==> src/rtl/cpu_ctrl_seq_if.sv <==
`default_nettype none
// ============================================================================
// Module   : cpu_ctrl_seq_if
// Purpose  : Bundle of signals between the SAP-1 controller-sequencer and the
//            datapath: run enable, opcode in, control word and status out.
// Ports    : en      - 1 = advance one T-state per clock
//            opcode  - IR[7:4]
//            cp..lo  - control word (PC, MAR, ROM, IR, A, ALU, B, OUT)
//            halted  - HLT executed, sequencer frozen
//            tstate  - one-hot ring state, bit0 = T1
// Modports : master - the controller (drives the control word)
//            slave  - the datapath / environment (drives en and opcode)
// Revision : 1.0 - initial release
// ============================================================================
interface cpu_ctrl_seq_if;
  logic       en;
  logic [3:0] opcode;
  logic       cp;
  logic       ep;
  logic       lm;
  logic       em;
  logic       li;
  logic       ei;
  logic       la;
  logic       ea;
  logic       su;
  logic       eu;
  logic       lb;
  logic       lo;
  logic       halted;
  logic [5:0] tstate;

  modport master (
    input  en, opcode,
    output cp, ep, lm, em, li, ei, la, ea, su, eu, lb, lo, halted, tstate
  );

  modport slave (
    output en, opcode,
    input  cp, ep, lm, em, li, ei, la, ea, su, eu, lb, lo, halted, tstate
  );
endinterface
`default_nettype wire

==> src/rtl/cpu_ctrl_seq.sv <==
`default_nettype none
// ============================================================================
// Module   : cpu_ctrl_seq
// Purpose  : SAP-1 controller-sequencer. A one-hot T1..T6 ring counter plus
//            opcode decode produces the control word for PC, MAR, ROM, IR,
//            A, B, ALU and OUT. This block is the only source of every bus
//            enable, so it guarantees a single bus driver per state.
// Ports    : clk - system clock, rising edge
//            rst - asynchronous reset, active-high
//            bus - cpu_ctrl_seq_if.master: en/opcode in; control word,
//                  halted and tstate out
// Revision : 1.0 - initial release
// ============================================================================
module cpu_ctrl_seq #(
  parameter logic [3:0] OP_LDA       = 4'h0,
  parameter logic [3:0] OP_ADD       = 4'h1,
  parameter logic [3:0] OP_SUB       = 4'h2,
  parameter logic [3:0] OP_OUT       = 4'hE,
  parameter logic [3:0] OP_HLT       = 4'hF,
  parameter bit         EARLY_RETIRE = 1'b0
) (
  input  logic          clk,
  input  logic          rst,
  cpu_ctrl_seq_if.master bus
);

  typedef enum logic [5:0] {
    T1 = 6'b000001,
    T2 = 6'b000010,
    T3 = 6'b000100,
    T4 = 6'b001000,
    T5 = 6'b010000,
    T6 = 6'b100000
  } tstate_e;

  tstate_e r_state;
  tstate_e w_state_next;
  logic    r_halted;
  logic    w_halted_next;

  // Opcode decode. Anything not listed is a NOP.
  logic w_is_lda;
  logic w_is_add;
  logic w_is_sub;
  logic w_is_out;
  logic w_is_hlt;
  logic w_is_mem;
  logic w_is_nop;

  assign w_is_lda = (bus.opcode == OP_LDA);
  assign w_is_add = (bus.opcode == OP_ADD);
  assign w_is_sub = (bus.opcode == OP_SUB);
  assign w_is_out = (bus.opcode == OP_OUT);
  assign w_is_hlt = (bus.opcode == OP_HLT);
  assign w_is_mem = w_is_lda | w_is_add | w_is_sub;
  assign w_is_nop = ~(w_is_mem | w_is_out | w_is_hlt);

  // --------------------------------------------------------------------------
  // State register
  // --------------------------------------------------------------------------
  always_ff @(posedge clk or posedge rst) begin
    if (rst) begin
      r_state  <= T1;
      r_halted <= 1'b0;
    end else begin
      r_state  <= w_state_next;
      r_halted <= w_halted_next;
    end
  end

  // --------------------------------------------------------------------------
  // Next-state logic
  // --------------------------------------------------------------------------
  always_comb begin
    w_state_next  = r_state;
    w_halted_next = r_halted;
    // Once halted, only rst can restart the ring; en is ignored.
    if (!r_halted && bus.en) begin
      case (r_state)
        T1: w_state_next = T2;
        T2: w_state_next = T3;
        T3: w_state_next = T4;
        T4: begin
          if (w_is_hlt) begin
            // Ring freezes on T4 so the debug view shows where HLT stopped.
            w_halted_next = 1'b1;
            w_state_next  = T4;
          end else if (EARLY_RETIRE && (w_is_out || w_is_nop)) begin
            w_state_next = T1;
          end else begin
            w_state_next = T5;
          end
        end
        T5: begin
          if (EARLY_RETIRE && w_is_lda) begin
            w_state_next = T1;
          end else begin
            w_state_next = T6;
          end
        end
        T6:      w_state_next = T1;
        // A corrupted (non one-hot) ring recovers to fetch.
        default: w_state_next = T1;
      endcase
    end
  end

  // --------------------------------------------------------------------------
  // Control word decode
  // --------------------------------------------------------------------------
  logic w_cp;
  logic w_ep;
  logic w_lm;
  logic w_em;
  logic w_li;
  logic w_ei;
  logic w_la;
  logic w_ea;
  logic w_su;
  logic w_eu;
  logic w_lb;
  logic w_lo;

  always_comb begin
    w_cp = 1'b0;
    w_ep = 1'b0;
    w_lm = 1'b0;
    w_em = 1'b0;
    w_li = 1'b0;
    w_ei = 1'b0;
    w_la = 1'b0;
    w_ea = 1'b0;
    w_su = 1'b0;
    w_eu = 1'b0;
    w_lb = 1'b0;
    w_lo = 1'b0;
    // rst is folded in combinationally so no load or bus drive survives the
    // cycle in which reset asserts, even before the next clock edge.
    if (!rst && !r_halted) begin
      case (r_state)
        T1: begin
          w_ep = 1'b1;
          w_lm = 1'b1;
        end
        T2: begin
          w_cp = 1'b1;
        end
        T3: begin
          w_em = 1'b1;
          w_li = 1'b1;
        end
        T4: begin
          if (w_is_mem) begin
            w_ei = 1'b1;
            w_lm = 1'b1;
          end else if (w_is_out) begin
            w_ea = 1'b1;
            w_lo = 1'b1;
          end
        end
        T5: begin
          if (w_is_lda) begin
            w_em = 1'b1;
            w_la = 1'b1;
          end else if (w_is_add || w_is_sub) begin
            w_em = 1'b1;
            w_lb = 1'b1;
          end
        end
        T6: begin
          if (w_is_add || w_is_sub) begin
            w_eu = 1'b1;
            w_la = 1'b1;
            w_su = w_is_sub;
          end
        end
        default: begin
          w_cp = 1'b0;
        end
      endcase
    end
  end

  assign bus.cp     = w_cp;
  assign bus.ep     = w_ep;
  assign bus.lm     = w_lm;
  assign bus.em     = w_em;
  assign bus.li     = w_li;
  assign bus.ei     = w_ei;
  assign bus.la     = w_la;
  assign bus.ea     = w_ea;
  assign bus.su     = w_su;
  assign bus.eu     = w_eu;
  assign bus.lb     = w_lb;
  assign bus.lo     = w_lo;
  assign bus.halted = r_halted;
  assign bus.tstate = r_state;

endmodule
`default_nettype wire

==> src/flat_wrapper.sv <==
// flat-port wrapper written by rule: the top's interface ports become plain ports
module cpu_ctrl_seq_flat 
#(
  parameter logic [3:0] OP_LDA       = 4'h0,
  parameter logic [3:0] OP_ADD       = 4'h1,
  parameter logic [3:0] OP_SUB       = 4'h2,
  parameter logic [3:0] OP_OUT       = 4'hE,
  parameter logic [3:0] OP_HLT       = 4'hF,
  parameter bit         EARLY_RETIRE = 1'b0
)
  (clk, rst, bus_en, bus_opcode, bus_cp, bus_ep, bus_lm, bus_em, bus_li, bus_ei, bus_la, bus_ea, bus_su, bus_eu, bus_lb, bus_lo, bus_halted, bus_tstate);
  cpu_ctrl_seq_if bus_i ();
  input  logic clk;
  input  logic rst;
  input wire logic [$bits(bus_i.en)-1:0] bus_en;
  input wire logic [$bits(bus_i.opcode)-1:0] bus_opcode;
  output wire logic [$bits(bus_i.cp)-1:0] bus_cp;
  output wire logic [$bits(bus_i.ep)-1:0] bus_ep;
  output wire logic [$bits(bus_i.lm)-1:0] bus_lm;
  output wire logic [$bits(bus_i.em)-1:0] bus_em;
  output wire logic [$bits(bus_i.li)-1:0] bus_li;
  output wire logic [$bits(bus_i.ei)-1:0] bus_ei;
  output wire logic [$bits(bus_i.la)-1:0] bus_la;
  output wire logic [$bits(bus_i.ea)-1:0] bus_ea;
  output wire logic [$bits(bus_i.su)-1:0] bus_su;
  output wire logic [$bits(bus_i.eu)-1:0] bus_eu;
  output wire logic [$bits(bus_i.lb)-1:0] bus_lb;
  output wire logic [$bits(bus_i.lo)-1:0] bus_lo;
  output wire logic [$bits(bus_i.halted)-1:0] bus_halted;
  output wire logic [$bits(bus_i.tstate)-1:0] bus_tstate;
  assign bus_i.en = bus_en;
  assign bus_i.opcode = bus_opcode;
  assign bus_cp = bus_i.cp;
  assign bus_ep = bus_i.ep;
  assign bus_lm = bus_i.lm;
  assign bus_em = bus_i.em;
  assign bus_li = bus_i.li;
  assign bus_ei = bus_i.ei;
  assign bus_la = bus_i.la;
  assign bus_ea = bus_i.ea;
  assign bus_su = bus_i.su;
  assign bus_eu = bus_i.eu;
  assign bus_lb = bus_i.lb;
  assign bus_lo = bus_i.lo;
  assign bus_halted = bus_i.halted;
  assign bus_tstate = bus_i.tstate;
  cpu_ctrl_seq #(.OP_LDA(OP_LDA), .OP_ADD(OP_ADD), .OP_SUB(OP_SUB), .OP_OUT(OP_OUT), .OP_HLT(OP_HLT), .EARLY_RETIRE(EARLY_RETIRE)) u_core (.clk(clk), .rst(rst), .bus(bus_i));
endmodule
==> config.mk <==
export PLATFORM = sky130hd
export DESIGN_NAME = cpu_ctrl_seq_flat
export DESIGN_NICKNAME = d
export VERILOG_FILES = /design/src/rtl/cpu_ctrl_seq_if.sv /design/src/rtl/cpu_ctrl_seq.sv /design/src/flat_wrapper.sv
export SDC_FILE = /design/constraint.sdc
export NUM_CORES = 1
export LEC_CHECK = 0
export CAP_MARGIN = 20
export CELL_PAD_IN_SITES_DETAIL_PLACEMENT = 1
export CELL_PAD_IN_SITES_GLOBAL_PLACEMENT = 1
export CORE_ASPECT_RATIO = 0.9
export CORE_MARGIN = 2
export CORE_UTILIZATION = 24
export DETAILED_ROUTE_END_ITERATION = 10
export PLACE_DENSITY = 0.81
export SETUP_SLACK_MARGIN = 0.1
export SYNTH_ARGS = -nofsm -noshare
export SYNTH_HDL_FRONTEND = slang
export SYNTH_SLANG_ARGS = --single-unit
==> constraint.sdc <==
create_clock -name clk -period 1.7 [get_ports clk]
set_clock_uncertainty 0.1 [all_clocks]
set_input_delay 0.34 -clock clk [delete_from_list [all_inputs] [get_ports clk]]
set_output_delay 0.34 -clock clk [all_outputs]
set_load 0.02 [all_outputs]
Word-level counts from Yosys, hierarchy flattened
Index checks and enable logic that the tools add are counted.

Eq/ne operators: 10. Mux-type cells: 32. Bitwise operators: 2. Reductions and logical operators: 7.

Operators with widths (number): case mux 6 bit (5 select lines) (1); two-way mux 1 bit (27); equality test 4 bit, second input constant (2); equality test 6 x 1 -> 1 bit, second input constant (1); equality test 6 x 2 -> 1 bit, second input constant (1); equality test 6 x 3 -> 1 bit, second input constant (1); equality test 6 x 4 -> 1 bit, second input constant (1); equality test 6 x 5 -> 1 bit, second input constant (1); equality test 6 bit, second input constant (1); case mux 1 bit (2 select lines) (3); two-way mux 5 bit (1); equality test 4 x 1 -> 1 bit, second input constant (1); equality test 4 x 2 -> 1 bit, second input constant (1); zero test 4 bit (1); AND reduction 3 bit (1); logical AND 1 bit (2); zero test 1 bit (2); OR 1 bit (2); logical OR 1 bit (1).

Register bits: 7. Input port bits: 7. Output and inout port bits: 19. Logic and storage cells: 53.

Depth between registers and ports, before layout
Gate-level depths: netlist of the first run.

Depth in word-level cells: 6. Depth in mapped cells: 5. Depth with buffers taken out: 4.

Worst setup path after synthesis of the first run
Ideal clock, no wire load.

Kind: reg-to-output. Start: reg u_core.r_state[4] (netlist: u_core.bus.tstate[4]). End: out bus_lo. Arrival time: 1851 ps. Required time: 1260 ps. Path slack: -591 ps. Stages on the path, launching flop included: 5. Path buffers: 1. Cell sequence: dfrtp_1 > nor4_2 > nand3b_1 > nor3_1 > buf_4.

Word-level cells in the longest chain between the ends: 3.

RTL lines: start: declaration (line cpu_ctrl_seq.sv:36) `tstate_e r_state;`; start signal: assignment (line cpu_ctrl_seq.sv:66) `r_state <= w_state_next;`; equality test 6 x 4 -> 1 bit; two-way mux 1 bit (2 in series); end: declaration (line flat_wrapper.sv:28) `output wire logic [$bits(bus_i.lo)-1:0] bus_lo;`.

Every way passes these cells.

Worst setup path in the final report of the first run
Start: reg u_core.r_state[2] (netlist: u_core.bus.tstate[2]). End: out bus_lm.

Word-level cells in the longest chain between the ends: 3. Elaborated cells on any way between the ends: 4.

RTL lines: equality test 6 x 4 -> 1 bit or equality test 6 x 1 -> 1 bit (tied branches) (line cpu_ctrl_seq.sv:140) `case (r_state)`; case mux 1 bit (2 select lines) * (line cpu_ctrl_seq.sv:140); two-way mux 1 bit * (line cpu_ctrl_seq.sv:139) `if (!rst && !r_halted) begin`; end: declaration (line flat_wrapper.sv:19) `output wire logic [$bits(bus_i.lm)-1:0] bus_lm;`.

Mark *: on every way between the ends. The rest lies on a longest branch, timed or not.

==> results of run 1 <==
[layout by cell type (no fill, tap or decap), types with 2 or more instances in the layout]
cell type	count
nor3_4	5
nor2_4	2
clkdlybuf4s50_1	3
mux2i_1	2
nand3b_1	6
nand2_1	7
o21bai_1	2
o21ai_1	2
o21ai_2	2
dlygate4sd2_1	4
clkbuf_2	3
nor4_4	5
nor2b_2	2
nor2_1	4
dfrtp_2	6
buf_6	15
clkbuf_4	3
buf_4	35
[final cells by class]
cell class                 instances  area [um2]  area share (%)
tap                               27        33.8            2.64
inverter                           1        3.75           0.293
clock buffer                       4        26.3            2.05
timing repair buffer              62         537            41.9
sequential                         7         184            14.4
multi-input combinational         53         495            38.7
[what timing repair did]
| action | in CTS | in global routing |
|---|---|---|
| pin swaps | 11 | 12 |
| endpoints found under the setup margin | 19 | 20 |
| buffers inserted | 8 | 5 |
| endpoints found under the hold margin | 0 | 0 |
| resized for setup | 96 | 21 |
[logic make-up (layout without fill, tap and decap cells)]
logic type / count (synthesis) / after routing
xor gates and xnor gates: 1 / 1
buffers and inverters: 5 / 67
muxes: 2 / 2
DFF: 7 / 7
AOI/OAI and AO/OA: 12 / 12
and+or+nand+nor: 38 / 38
[how the worst max path moves through the flow]
stage / start / endpoint / slack (ns)
3_3_place_gp: bus_opcode[3] / bus_eu / -0.87
4_1_cts: u_core.bus.tstate[1] / bus_lm / -0.54
6_report: u_core.bus.tstate[2] / bus_lm / -0.52
3_5_place_dp: bus_opcode[3] / bus_lm / -0.95
2_1_floorplan: u_core.bus.tstate[0] / bus_lo / -0.23
5_1_grt: u_core.bus.tstate[4] / bus_em / -0.63
[power breakdown]
part	switching, mW	internal (mW)
clock	0.0739	0.0904
combinational	0.423	0.526
sequential	0.0597	0.219
total	0.556	0.835
[metal layers]
metal | wire [um] | track usage [%]
met1 | 1020 | 25.8
met2 | 1340 | 33.9
met3 | 100 | 5.83
met4 | 32 | 5.13
met5 | 0 | 0
[flip-flops by register name, indices dropped and copies added (netlist names)]
signal	flops
u_core.bus.halted	1
u_core.bus.tstate	6
[through the flow]
stage / setup slack (ns) / hold WS (ns) / power [mW]
after floorplan: -0.235 / 0.0428 / 0.669
after global placement: -0.872 / 0.531 / 0.938
after detailed placement: -0.950 / 0.560 / 0.965
after CTS: -0.542 / 0.282 / 1.32
after global routing: -0.628 / 0.329 / 1.47
final: -0.523 / 0.312 / 1.39
[critical path, cell delays in order (launching register included)]
cell and delay [ns]:
dfrtp_2 0.44, nor4_4 0.32, buf_4 0.16, nand3b_1 0.13, nor3_4 0.21, or2_4 0.14
buf_6 0.10
==> results by group, run 1 <==
Run status
  – Outcome: finished with violations
  – Failing checks: setup timing

Die
  – Die X: 53.8 um
  – # IOs: 26
  – # rows: 16
  – Die H: 48.8 um
  – Core ar.: 0.00214 mm2
  – Starting density of the core: 25.0%
  – Die area: 0.00263 mm2

Global routing
  – Vias in the first global route: 828
  – Gr ovfl total: 0
  – Largest net degree at the start of global routing: 8
  – Initial antenna violation count: 0
  – GRT Overall Usage: 20.6%
  – First-pass GRT wire length: 3920 um

Setup path
  – Worst EP required: 1.26 ns
  – Worst R2R Start: u_core.bus.tstate[4]
  – CP startpoint kind: register
  – Arr. time, crit path: 1.78 ns
  – RR Endpoint: u_core.bus.halted
  – Worst Reg-to-Reg Cells: 7
  – CP endpoint kind: output pin
  – Worst-path fanout max: 3
  – Kind of critical path: reg -> out
  – Slack of the worst reg-to-reg path: 0.04 ns

Logic synthesis
  – Number of synthesized flops with an enable pin: 0
  – Largest family of logic cells by synthesized area: simple AND/OR/NAND/NOR gates
  – Share of the synthesized area in the top cell type: 28.0%
  – Synth Register Bits: 7
  – Xor and xnor fraction of the mapped netlist area: 1.64%
  – Main synth FF type: dfrtp_1
  – Area contributors post-synth: dfrtp_1 28%, nand3b_1 8.4%, nand2_1 5.6%
  – Post-synthesis mux area share: 3.74%
  – Mapped Cells: 65
  – Simple-gate portion of the synthesized area: 42.3%
  – Post-synth ARST share: 100%
  – Netlist cell types: 28
  – Post-synthesis compound-gate area fraction: 15.0%
  – Count leader, synth: nand2_1
  – Seq/Total Area, Yosys: 32.9%
  – List of most frequent post-synthesis cells: 8 x nand2_1, 7 x nor2_1, 6 x dfrtp_1, 6 x nand3b_1, 4 x nor3_1
  – Yosys top cell by area: dfrtp_1
  – Syn Nets: 72
  – Ys Warns: 0
  – Mapped Avg Cell Area: 8.24 um2
  – Post-Synth Adder-Cell Area: 0%
  – Cell area after synthesis: 536 um2

Placement
  – Placed inst area: 0.00110 mm2
  – Dpl hpwl: 1770 um
  – Gpl congestion: 0.795
  – Cell total after placement: 139
  – Port bufs: 25

Run
  – Max-capacitance violation count: 0

STA
  – Final hold viol count: 0
  – Setup TNS: -4.89 ns
  – RSZ-0062 raised after global routing: true
  – Final Max Tran Viols: 0
  – Worst setup margin: -0.523 ns
  – Worst slew margin: 79.9%
  – Period utilization: 131%
  – Worst-Margin Slew: 0.301 ns
  – Final min period: 2.22 ns
  – Fmax: 450 MHz
  – Setup violators final: 12

CTS
  – Hold_buf cts: 0
  – Clk Tree Root Cell: clkbuf_4
  – Sink Count: 7
  – Clock latency on the worst-skew pair: 0.27 ns
  – H-tree levels: 1
  – CTS clk-pin slew, worst paths: 0.06 ns
  – Num CTS Buffers: 3
  – CTS tree: built
  – Longest Clk Path Bufs: 2

Finish
  – Layout cells sized above 1: 68.5%
  – # diodes: 0
  – Post-Route Utilization: 59.8%
  – Area Growth Syn to Fin: 139%
  – Final std cells w/o fill: 154
  – Final Cell Area: 0.00128 mm2
  – Fill count: 247
  – Nets: 135

Power
  – Lkg Pwr: 0.586 nW
  – Max VDD drop: 0.799 mV
  – PD cells: 1090 mW/mm2

Routing
  – Via Count: 763
  – Routed vias/inst: 4.95
  – Remaining antenna violation count after routing: 0
  – Pre-Repair DR Iteration Count: 4
  – DRT iter0 DRCs: 9
  – DRC viols: 0
  – Drt wl/cell: 16.2 um
  – Wirelength, routed: 2500 um

Worst hold path
  – Worst hold path type: in -> async
Power figures use the tool's default switching activity.
==> run 2: changes to the inputs <==
Settings changed: CORE_ASPECT_RATIO 0.9 to 0.8, CORE_UTILIZATION 24 to 26, CTS_BUF_LIST from default to sky130_fd_sc_hd__clkbuf_8, PLACE_DENSITY 0.81 to 0.86.
==> results by group, run 2 (synthesis results as in run 1) <==
CTS
  – H-tree levels: 1
  – Clock latency on the worst-skew pair: 0.24 ns
  – Num CTS Buffers: 3
  – Clk Tree Root Cell: clkbuf_8
  – Hold_buf cts: 0
  – Longest Clk Path Bufs: 2
  – Sink Count: 7
  – CTS clk-pin slew, worst paths: 0.05 ns
  – CTS tree: built

Power
  – PD cells: 1110 mW/mm2
  – Lkg Pwr: 0.607 nW
  – Max VDD drop: 1.03 mV

Finish
  – # diodes: 0
  – Max reg flops: 6
  – Layout cells sized above 1: 69.8%
  – Fill count: 204
  – Area Growth Syn to Fin: 147%
  – Nets: 134
  – Most frequent cells in the layout: 28 x buf_4, 22 x buf_6, 7 x nand2_1, 6 x nand3b_1, 6 x dfrtp_2
  – Final Cell Area: 0.00132 mm2
  – Most common cell after layout, fill and taps aside: buf_4

Worst hold path
  – Worst hold path type: in -> async

Die
  – Starting density of the core: 28.0%
  – # IOs: 26
  – Core ar.: 0.00191 mm2
  – # rows: 14
  – Die area: 0.00244 mm2
  – Die H: 44.6 um
  – Die X: 54.7 um

Global routing
  – First-pass GRT wire length: 4880 um
  – Initial antenna violation count: 0
  – Vias in the first global route: 888
  – Largest net degree at the start of global routing: 9
  – Gr ovfl total: 0
  – GRT Overall Usage: 30.5%

Routing
  – Remaining antenna violation count after routing: 0
  – Wirelength, routed: 3390 um
  – Routed vias/inst: 5.31
  – Pre-Repair DR Iteration Count: 4
  – DRC viols: 0
  – DRT iter0 DRCs: 17
  – Via Count: 797
  – Drt wl/cell: 22.6 um

Run
  – Max-capacitance violation count: 0

Setup path
  – CP startpoint kind: register
  – Kind of critical path: reg -> out
  – Arr. time, crit path: 1.81 ns
  – CP endpoint kind: output pin
  – Worst EP required: 1.26 ns
  – Worst-path fanout max: 3

STA
  – Final min period: 2.25 ns
  – Setup violators final: 15
  – RSZ-0062 raised after global routing: true
  – Final Max Tran Viols: 0
  – Worst slew margin: 77.6%
  – Worst setup margin: -0.546 ns
  – Fmax: 445 MHz
  – Worst-Margin Slew: 0.333 ns
  – Final hold viol count: 0
  – Period utilization: 132%

Placement
  – Port bufs: 25
  – Dpl hpwl: 1990 um
  – Gpl congestion: 0.767
  – Place WS: -0.930 ns
  – Placed inst area: 0.00110 mm2

Run status
  – Failing checks: setup timing
  – Outcome: finished with violations
-- run 2: worst paths after layout --
| kind | startpoint | end | slack, ns | depth (start not counted) |
|---|---|---|---|---|
| setup reg to reg | u_core.bus.tstate[1] | u_core.bus.halted | -0.16 | 7 |
| max in group asynchronous | rst | u_core.bus.tstate[0] | 0.84 | 3 |
| min in group clk | u_core.bus.halted | u_core.bus.halted | 0.63 | 2 |
| setup / recovery | u_core.bus.tstate[1] | bus_lm | -0.55 | 7 |
| hold / removal | rst | u_core.bus.tstate[4] | 0.37 | 3 |
| hold reg to reg | u_core.bus.halted | u_core.bus.halted | 0.63 | 2 |
-- run 2: layout make-up --
type	count	area, um2	area share [%]
well taps	24	30.0	2.27
repair buffers	61	537	40.5
clock buffers	3	41.3	3.12
inverters	1	3.75	0.284
clock inverters	1	3.75	0.284
flip-flops and latches	7	184	13.9
multi-input cells	53	524	39.6
-- run 2: power by group --
part	switching [mW]	total [mW]	internal [mW]
clock network	0.0861	0.243	0.157
logic	0.486	0.939	0.454
registers	0.0685	0.289	0.220
-- run 2: layer usage --
| metal | wire (um) | global-route usage, % |
|---|---|---|
| met2 | 1770 | 52.4 |
| met5 | 0 | 0 |
| met1 | 1410 | 37.4 |
| met3 | 128 | 7.09 |
| met4 | 81 | 9.00 |
-- run 2: worst max-delay path, cell delays in order (launching register included) --
cell      delay [ns]
dfrtp_2         0.41
buf_6           0.13
nor4_4          0.29
nand3b_1        0.21
buf_6           0.17
nor2_4          0.11
or2_4           0.13
buf_6           0.11
-- run 2: through the flow --
stage / setup TNS, ns / utilization (%) / cells / hold WS, ns / total power, mW
after floorplan: -1.00 / - / 65 / 0.0428 / 0.669
after global placement: -8.99 / 57.4 / 136 / 0.540 / 0.971
after detailed placement: -10.07 / 57.4 / 136 / 0.566 / 1.01
after CTS: -4.24 / 68.8 / 148 / 0.345 / 1.39
after global routing: -6.42 / 69.3 / 150 / 0.400 / 1.52
final: -5.37 / 69.3 / 150 / 0.374 / 1.47
-- run 2: what timing repair did --
action | in CTS | in global routing
pin swaps | 16 | 6
gates cloned | 0 | 0
buffers inserted | 11 | 5
setup endpoints to repair | 24 | 21
resized for setup | 127 | 7
==> run 3: changes to the inputs <==
Settings changed: ABC_AREA from default to 1, CORE_UTILIZATION 26 to 25.
==> results by group, run 3 <==
Die
  – Die X: 56.0 um
  – # IOs: 26
  – Die H: 45.6 um
  – Die area: 0.00255 mm2
  – Starting density of the core: 25.7%
  – Core ar.: 0.00210 mm2
  – # rows: 15

STA
  – Final hold viol count: 0
  – Fmax: 527 MHz
  – Setup violators final: 11
  – RSZ-0062 raised after global routing: true
  – Period utilization: 112%
  – Worst-Margin Slew: 0.284 ns
  – Worst slew margin: 81.1%
  – Final Max Tran Viols: 0
  – Final min period: 1.90 ns
  – Worst setup margin: -0.197 ns
  – Setup TNS: -1.53 ns

Setup path
  – Arr. time, crit path: 1.46 ns
  – CP startpoint kind: register
  – Kind of critical path: reg -> out
  – Slack of the worst reg-to-reg path: 0.15 ns
  – Worst EP required: 1.26 ns
  – Setup crit start: u_core.bus.tstate[3]
  – RR Endpoint: u_core.bus.tstate[0]
  – Worst-path fanout max: 4
  – Worst R2R Start: u_core.bus.tstate[5]
  – CP endpoint kind: output pin
  – Worst Reg-to-Reg Cells: 9

Placement
  – Gpl congestion: 0.733
  – Port bufs: 25
  – Placed inst area: 1000 um2
  – Dpl hpwl: 1890 um
  – Place WS: -0.859 ns

Logic synthesis
  – Seq/Total Area, Yosys: 32.6%
  – Mapped Avg Cell Area: 7.02 um2
  – Share of the synthesized area in the top cell type: 27.8%
  – Ys Warns: 0
  – Yosys top cell by area: dfrtp_1
  – Netlist cell types: 22
  – Main synth FF type: dfrtp_1
  – Synth Register Bits: 7
  – List of most frequent post-synthesis cells: 15 x nand2_1, 12 x inv_1, 12 x nor2_1
  – Syn Nets: 84
  – Area contributors post-synth: dfrtp_1 28%, nand2_1 10%, inv_1 8.3%
  – Cell area after synthesis: 541 um2
  – Post-synth ARST share: 100%
  – Count leader, synth: nand2_1
  – Number of synthesized flops with an enable pin: 0
  – Mapped Cells: 77

CTS
  – H-tree levels: 1
  – Clk Tree Root Cell: clkbuf_8
  – Num CTS Buffers: 3
  – CTS tree: built
  – Longest Clk Path Bufs: 2
  – CTS clk-pin slew, worst paths: 0.04 ns
  – Clock latency on the worst-skew pair: 0.23 ns
  – Sink Count: 7

Finish
  – Layout cells sized above 1: 60.9%
  – Area Growth Syn to Fin: 114%
  – Final Cell Area: 0.00115 mm2
  – Most frequent cells in the layout: 33 x buf_4, 13 x nand2_1, 9 x inv_1, 9 x dlygate4sd2_1
  – # diodes: 0
  – Max reg flops: 6
  – Most common cell after layout, fill and taps aside: buf_4
  – Post-Route Utilization: 54.9%
  – Nets: 141

Routing
  – Wirelength, routed: 2560 um
  – DRC viols: 0
  – Routed vias/inst: 4.76
  – DRT iter0 DRCs: 10
  – Via Count: 752
  – Drt wl/cell: 16.2 um
  – Pre-Repair DR Iteration Count: 4
  – Remaining antenna violation count after routing: 0

Global routing
  – First-pass GRT wire length: 3750 um
  – Vias in the first global route: 778
  – Gr ovfl total: 0
  – Initial antenna violation count: 0
  – GRT Overall Usage: 20.1%
  – Largest net degree at the start of global routing: 9

Power
  – Max VDD drop: 0.348 mV
  – PD cells: 382 mW/mm2
  – Final Total Pwr: 441 uW
  – Lkg Pwr: 0.552 nW

Run status
  – Outcome: finished with violations
  – Failing checks: setup timing

Worst hold path
  – Worst hold path type: in -> async

Run
  – Max-capacitance violation count: 0
==> run 3: changes by cell type after synthesis, sizes merged, moves of 2 or more <==
cell and delta:
clkbuf -2, inv +12, mux2i -2, nand2 +8, nand3 +6, nand3b -5, nand4 +3, nor2 +11
nor2b -2, nor3 -4, nor4 -4, o21ai +2, o21bai -2
==> run 3: layout make-up <==
| class | instances | area, um2 |
|---|---|---|
| clock buffers | 3 | 41.3 |
| inverters | 13 | 48.8 |
| repair buffers | 53 | 442 |
| multi-input cells | 56 | 405 |
| fillers | 269 | 947 |
| clock inverters | 1 | 3.75 |
| flip-flops and latches | 7 | 183 |
| well taps | 25 | 31.3 |
==> run 3: cells by family after synthesis <==
| kind of cell | count (synthesis) | share of synthesized area [%] |
|---|---|---|
| AND/OR/NAND/NOR | 47 | 47.9 |
| buffers and inverters | 14 | 10.4 |
| AO/OA/AOI/OAI | 9 | 9.03 |
| flip-flops | 7 | 32.6 |
==> run 3: critical path: stages, from the launching register on <==
cell and delay [ns]:
dfrtp_2 0.44, nor2_4 0.21, nand2_2 0.10, nor2_4 0.12, inv_2 0.06, o22ai_1 0.13
buf_4 0.17
==> run 3: how the worst max path moves through the flow <==
stage / to / slack, ns / cells past startpoint
floorplan: bus_lo / -0.03 / 4
global placement: bus_su / -0.68 / 5
detailed placement: bus_su / -0.86 / 5
CTS: bus_su / -0.21 / 4
global route: bus_lm / -0.28 / 6
finish: bus_lm / -0.20 / 6
==> run 3: what timing repair did <==
item,in CTS,in global routing
gates resized for setup,96,10
pin swaps,11,7
cloned,0,0
endpoints found under the setup margin,19,14
hold buffers,0,0
setup buffers,7,3
==> run 3: metal layers <==
metal / track usage [%] / routed length (um) / vias to the layer above
li1: - / - / 365
met1: 21.8 / 1050 / 362
met2: 39.8 / 1350 / 17
met3: 3.41 / 109 / 8
met4: 8.57 / 52 / 0
met5: 0 / 0 / -
==> run 3: through the flow <==
stage / std cells / hold WS [ns]
after detailed placement: 144 / 0.546
after global routing: 158 / 0.185
after floorplan: 77 / 0.0424
after global placement: 144 / 0.526
final: 158 / 0.148
after CTS: 155 / 0.162
==> run 3: power by group <==
part / internal, mW / switching, mW
clock network: 0.157 / 0.0795
logic: 0.0174 / 0.0200
registers: 0.167 / 0
